**config.mk**
```make
export PLATFORM = sky130hd
export DESIGN_NAME = reg_file_param
export DESIGN_NICKNAME = d
export VERILOG_FILES = /design/src/rtl/reg_file_param.sv
export SDC_FILE = /design/constraint.sdc
export NUM_CORES = 1
export LEC_CHECK = 0
export BUFFER_PORTS_ARGS = -buffer_cell sky130_fd_sc_hd__buf_2
export CORE_AREA = 2 2 165 127
export CTS_CLUSTER_SIZE = 10
export DETAILED_ROUTE_END_ITERATION = 12
export DIE_AREA = 0 0 167 129
export SYNTH_ARGS = -nofsm -noshare
export SYNTH_HDL_FRONTEND = slang
export SYNTH_SLANG_ARGS = --single-unit
export TNS_END_PERCENT = 100
```
**constraint.sdc**
```tcl
create_clock -name clock -period 2.5 [get_ports clock]
set_input_delay 0.25 -clock clock [delete_from_list [all_inputs] [get_ports clock]]
set_output_delay 0.25 -clock clock [all_outputs]
set_load 0.02 [all_outputs]
```
**src/rtl/reg_file_param.sv**
```systemverilog
// rtl/reg_file_param.sv - parameterised register file with per-register pending (scoreboard) bits
//
// Purpose: DEPTH x WIDTH register file with two combinational read ports,
//   one write port and a reserve port that marks a register as pending
//   until it is next written. Optional register-0-is-zero behaviour.
// Optional feature: define REGFILE_BYPASS_EN to forward same-cycle write
//   data and pending state onto the read ports (write-through).
// Ports:
//   clock               rising-edge clock for all state
//   reset               asynchronous active-low reset
//   readReg1/readReg2   read addresses
//   readData1/readData2 read data (combinational)
//   readBusy1/readBusy2 pending flag of the addressed register
//   writeReg/writeData  write address and data
//   regWrite            write enable (also clears the pending bit)
//   resv/resvReg        reserve strobe and address (sets the pending bit)
module reg_file_param #(
  parameter int WIDTH    = 32,
  parameter int DEPTH    = 4,
  parameter int ZERO_REG = 0,
  localparam int AW      = $clog2(DEPTH)
) (
  input  logic             clock,
  input  logic             reset,
  input  logic [AW-1:0]    readReg1,
  input  logic [AW-1:0]    readReg2,
  output logic [WIDTH-1:0] readData1,
  output logic [WIDTH-1:0] readData2,
  output logic             readBusy1,
  output logic             readBusy2,
  input  logic [AW-1:0]    writeReg,
  input  logic [WIDTH-1:0] writeData,
  input  logic             regWrite,
  input  logic             resv,
  input  logic [AW-1:0]    resvReg
);

  logic [WIDTH-1:0] regs [DEPTH];
  logic [DEPTH-1:0] pending;
  logic [DEPTH-1:0] pending_next;
  logic             wr_ok;
  logic             rv_ok;

  // Register 0 swallows writes and reserves when hardwired to zero.
  assign wr_ok = regWrite && !((ZERO_REG != 0) && (writeReg == '0));
  assign rv_ok = resv && !((ZERO_REG != 0) && (resvReg == '0));

  // Clear first, then set: a reserve to the register being written wins.
  always_comb begin
    pending_next = pending;
    if (wr_ok) pending_next[writeReg] = 1'b0;
    if (rv_ok) pending_next[resvReg]  = 1'b1;
  end

  always_ff @(posedge clock or negedge reset) begin
    if (!reset) begin
      for (int i = 0; i < DEPTH; i++) regs[i] <= '0;
      pending <= '0;
    end else begin
      if (wr_ok) regs[writeReg] <= writeData;
      pending <= pending_next;
    end
  end

  always_comb begin
    readData1 = regs[readReg1];
    readBusy1 = pending[readReg1];
`ifdef REGFILE_BYPASS_EN
    if (wr_ok && (readReg1 == writeReg)) begin
      readData1 = writeData;
      readBusy1 = rv_ok && (resvReg == readReg1);
    end
`endif
    if ((ZERO_REG != 0) && (readReg1 == '0)) begin
      readData1 = '0;
      readBusy1 = 1'b0;
    end
    // Forwarding paths are combinational, so mask them explicitly in reset.
    if (!reset) begin
      readData1 = '0;
      readBusy1 = 1'b0;
    end
  end

  always_comb begin
    readData2 = regs[readReg2];
    readBusy2 = pending[readReg2];
`ifdef REGFILE_BYPASS_EN
    if (wr_ok && (readReg2 == writeReg)) begin
      readData2 = writeData;
      readBusy2 = rv_ok && (resvReg == readReg2);
    end
`endif
    if ((ZERO_REG != 0) && (readReg2 == '0)) begin
      readData2 = '0;
      readBusy2 = 1'b0;
    end
    if (!reset) begin
      readData2 = '0;
      readBusy2 = 1'b0;
    end
  end

endmodule

```
==> metrics.md <==
| Metric | Value |
|---|---|
| WL final | `18.2 mm` |
| Cells after synthesis | `516` |
| Fmax | `572 MHz` |
| CTS Root Cell | `clkbuf_16` |
| Worst IR Drop VDD | `0.366 mV` |
| Area Growth Syn to Fin | `20.2%` |
| Hold/Removal Path Class | `input pin to asynchronous set/reset pin` |
| GPL Wtd Cong | `0.749` |
| Synth Register Bits | `132` |
| GRT overflow | `0` |
| Slew @ Worst Pin | `0.883 ns` |
| Clk pwr share | `35.2%` |
| DRT Pass-1 Iters | `4` |
| Multi-input gate area | `3290 um^2` |
| Clock transition at path regs | `0.06 ns` |
| Remaining DRCs | `0` |
| Vias | `4808` |
| Max-cap violations | `0` |
| Post-Route Setup TNS | `0 ns` |
| Sequential share of the synthesized area | `48.1%` |
| First-pass GRT wire length | `28.9 mm` |
| Int Pwr | `0.00472 W` |
| Max-slew headroom | `41.1%` |
| CTS sink count | `132` |
| H-tree depth | `4` |
| Static Leak | `3.88 nW` |
| Reg2reg end | `regs[105]` |
| Count of endpoints failing setup in the final report | `0` |
| Hpwl dp | `12.0 mm` |
| # rows | `45` |
| Post-Place Setup Slack | `0.752 ns` |
| Worst path required time | `2.25 ns` |
| Design Area, Final | `8260 um^2` |
| Worst clock skew | `0 ns` |
| R2R Path Start | `regs[105]` |
| Outcome | `finished clean` |
| Fraction of layout cells with a size suffix above 1 | `46.0%` |
| Total CTS buffers | `17` |
| CTS tree | `yes` |
| Syn_nets | `560` |
| Number of global-route vias before repair | `5257` |
| Die area | `21500 um^2` |
| Combinational power share | `22.5%` |
| Post-CTS Setup Inserts | `0` |
| CP Capture Type | `output port` |
| Tcrit/Tclk final | `69.9%` |
| Via density | `5.39` |
| Syn Area/Cell | `13.3 um^2` |
| CP Launch Point | `reset` |
| Critical Path Source Type | `input pin` |
| Die X | `167 um` |
| Largest net degree at the start of global routing | `67` |
| Switch Pwr | `0.00202 W` |
| Setup CP Type | `input pin to output port` |
| Final Hold Vio Count | `0` |
| Core box area | `19900 um^2` |
| GRT Total Usage | `17.4%` |
| Filler cells | `1857` |
| Die height | `129 um` |
| RSZ-0062 raised after global routing | `no` |
| Antenna-violating nets left | `0` |
| Ports | `110` |
| Initial core utilization | `34.6%` |
| DRT iter0 DRCs | `370` |
| Synth top area share | `48.1%` |
| PostCTS Resize Cnt | `0` |
| Hold Buf Count CTS | `0` |
| Wire per inst | `20.4 um` |
| Fin. max-slew vios | `0` |
| Largest area contributor in the netlist | `dfrtp_1` |
| FF+latch area | `3300 um^2` |
| Worst setup margin | `0.752 ns` |
| Worst skew pair latency | `0.41 ns` |
| Power per cell area | `817 nW/um^2` |
| Worst Path Arrival | `1.50 ns` |
| Count of cell types in the netlist | `19` |
| Synth top area cells | `dfrtp_1, mux2_2, mux2i_1, o22ai_1, buf_6` |
| Final net count | `664` |
| Worst hold slack | `0.0526 ns` |
| Synthesized area | `6870 um^2` |
| Switching Share | `30.0%` |
| Reg2Reg Setup Slack | `1.69 ns` |
| Reg2Reg Depth | `1` |
| Crit path max fanout | `12` |
| Placed instance area | `7680 um^2` |
| Minimum clock period | `1.75 ns` |
| Port Buffers | `109` |
| CTS Buffer Depth | `2` |
| Share of power burned in registers | `42.3%` |
| Initial antenna violation count | `1` |
| Synth warn | `0` |
==> cell families after synthesis <==
| group | Yosys count | share of synthesized area (%) |
|---|---|---|
| and+or+nand+nor | 9 | 1.09 |
| AOI/OAI and AO/OA | 70 | 6.55 |
| muxes | 260 | 40.2 |
| DFF | 132 | 48.1 |
| buffers and inverters | 45 | 4.11 |
==> cells in the mapped netlist, drive strengths merged <==
cell type and instances:
a32o 2, buf 28, clkbuf 14, dfrtp 132, inv 3, mux2 128
mux2i 132, nand2 3, nand2b 2, nand3 1, nand3b 2, nor3b 1
o22ai 66, o2bb2ai 1, o32ai 1
==> power groups by stage <==
stage / Sequential [W] / Combinational [W] / Clock, W
finish: 0.00285 / 0.00152 / 0.00238
detailed placement: 0.00288 / 0.00153 / 0
floorplan: 0.00279 / 0.00109 / 0
global placement: 0.00284 / 0.00150 / 0
global route: 0.00291 / 0.00164 / 0.00255
CTS: 0.00285 / 0.00154 / 0.00243
==> worst max-delay path by stage <==
stage                          endpoint  cells after the start
after floorplan           readData1[23]                      5
after global placement     readData2[2]                      5
after detailed placement   readData2[3]                      5
after CTS                  readData2[7]                      5
after global routing       readData2[6]                      5
final                      readData2[6]                      5
==> final cells by class <==
class	count	area share [%]
flip-flops and latches	132	40.0
multi-input cells	339	39.9
repair buffers	127	9.13
clock buffers	20	5.65
well taps	258	3.91
clock inverters	12	1.29
inverters	3	0.136
diodes	1	0.0303
==> stage by stage <==
stage | cells | util (%) | total power (W)
5_1_grt | 891 | 41.5 | 0.00710
6_report | 892 | 41.6 | 0.00675
3_5_place_dp | 859 | 38.7 | 0.00442
4_1_cts | 891 | 41.5 | 0.00682
2_1_floorplan | 516 | - | 0.00388
3_3_place_gp | 859 | 38.7 | 0.00434
==> cells in the final DEF, fill, tap and decap left out <==
cell | netlist | final
clkinvlp_4 | 0 | 7
mux2i_1 | 132 | 132
buf_12 | 0 | 5
a32o_1 | 2 | 2
nand3_2 | 1 | 1
diode_2 | 0 | 1
o22ai_1 | 66 | 66
buf_2 | 7 | 106
mux2_2 | 126 | 126
inv_1 | 3 | 3
clkinv_4 | 0 | 1
dfrtp_1 | 132 | 132
bufinv_16 | 0 | 1
nand2b_2 | 0 | 2
o32ai_1 | 1 | 1
clkinv_2 | 0 | 3
nand2_1 | 3 | 3
nand3b_2 | 2 | 2
mux2_1 | 2 | 2
buf_6 | 9 | 1
nor3b_4 | 1 | 1
clkbuf_8 | 0 | 3
buf_4 | 10 | 15
o2bb2ai_1 | 1 | 1
clkbuf_16 | 0 | 17
==> state kept, by name (all words and copies together), names as in the netlist <==
name and cells:
regs 128, pending 4
==> per-layer routing <==
metal	vias up	global-route usage (%)	share of wire, %
li1	2177	-	-
met1	2496	21.1	44
met2	115	30.6	50
met3	20	4.40	4.6
met4	0	5.58	1.4
met5	-	0	0
==> critical path: stages <==
cell and delay [ns]:
buf_6 0.10, nand2_1 0.39, buf_4 0.37, o22ai_1 0.17, buf_2 0.20
No activity file was read; power rests on OpenSTA's default activity.
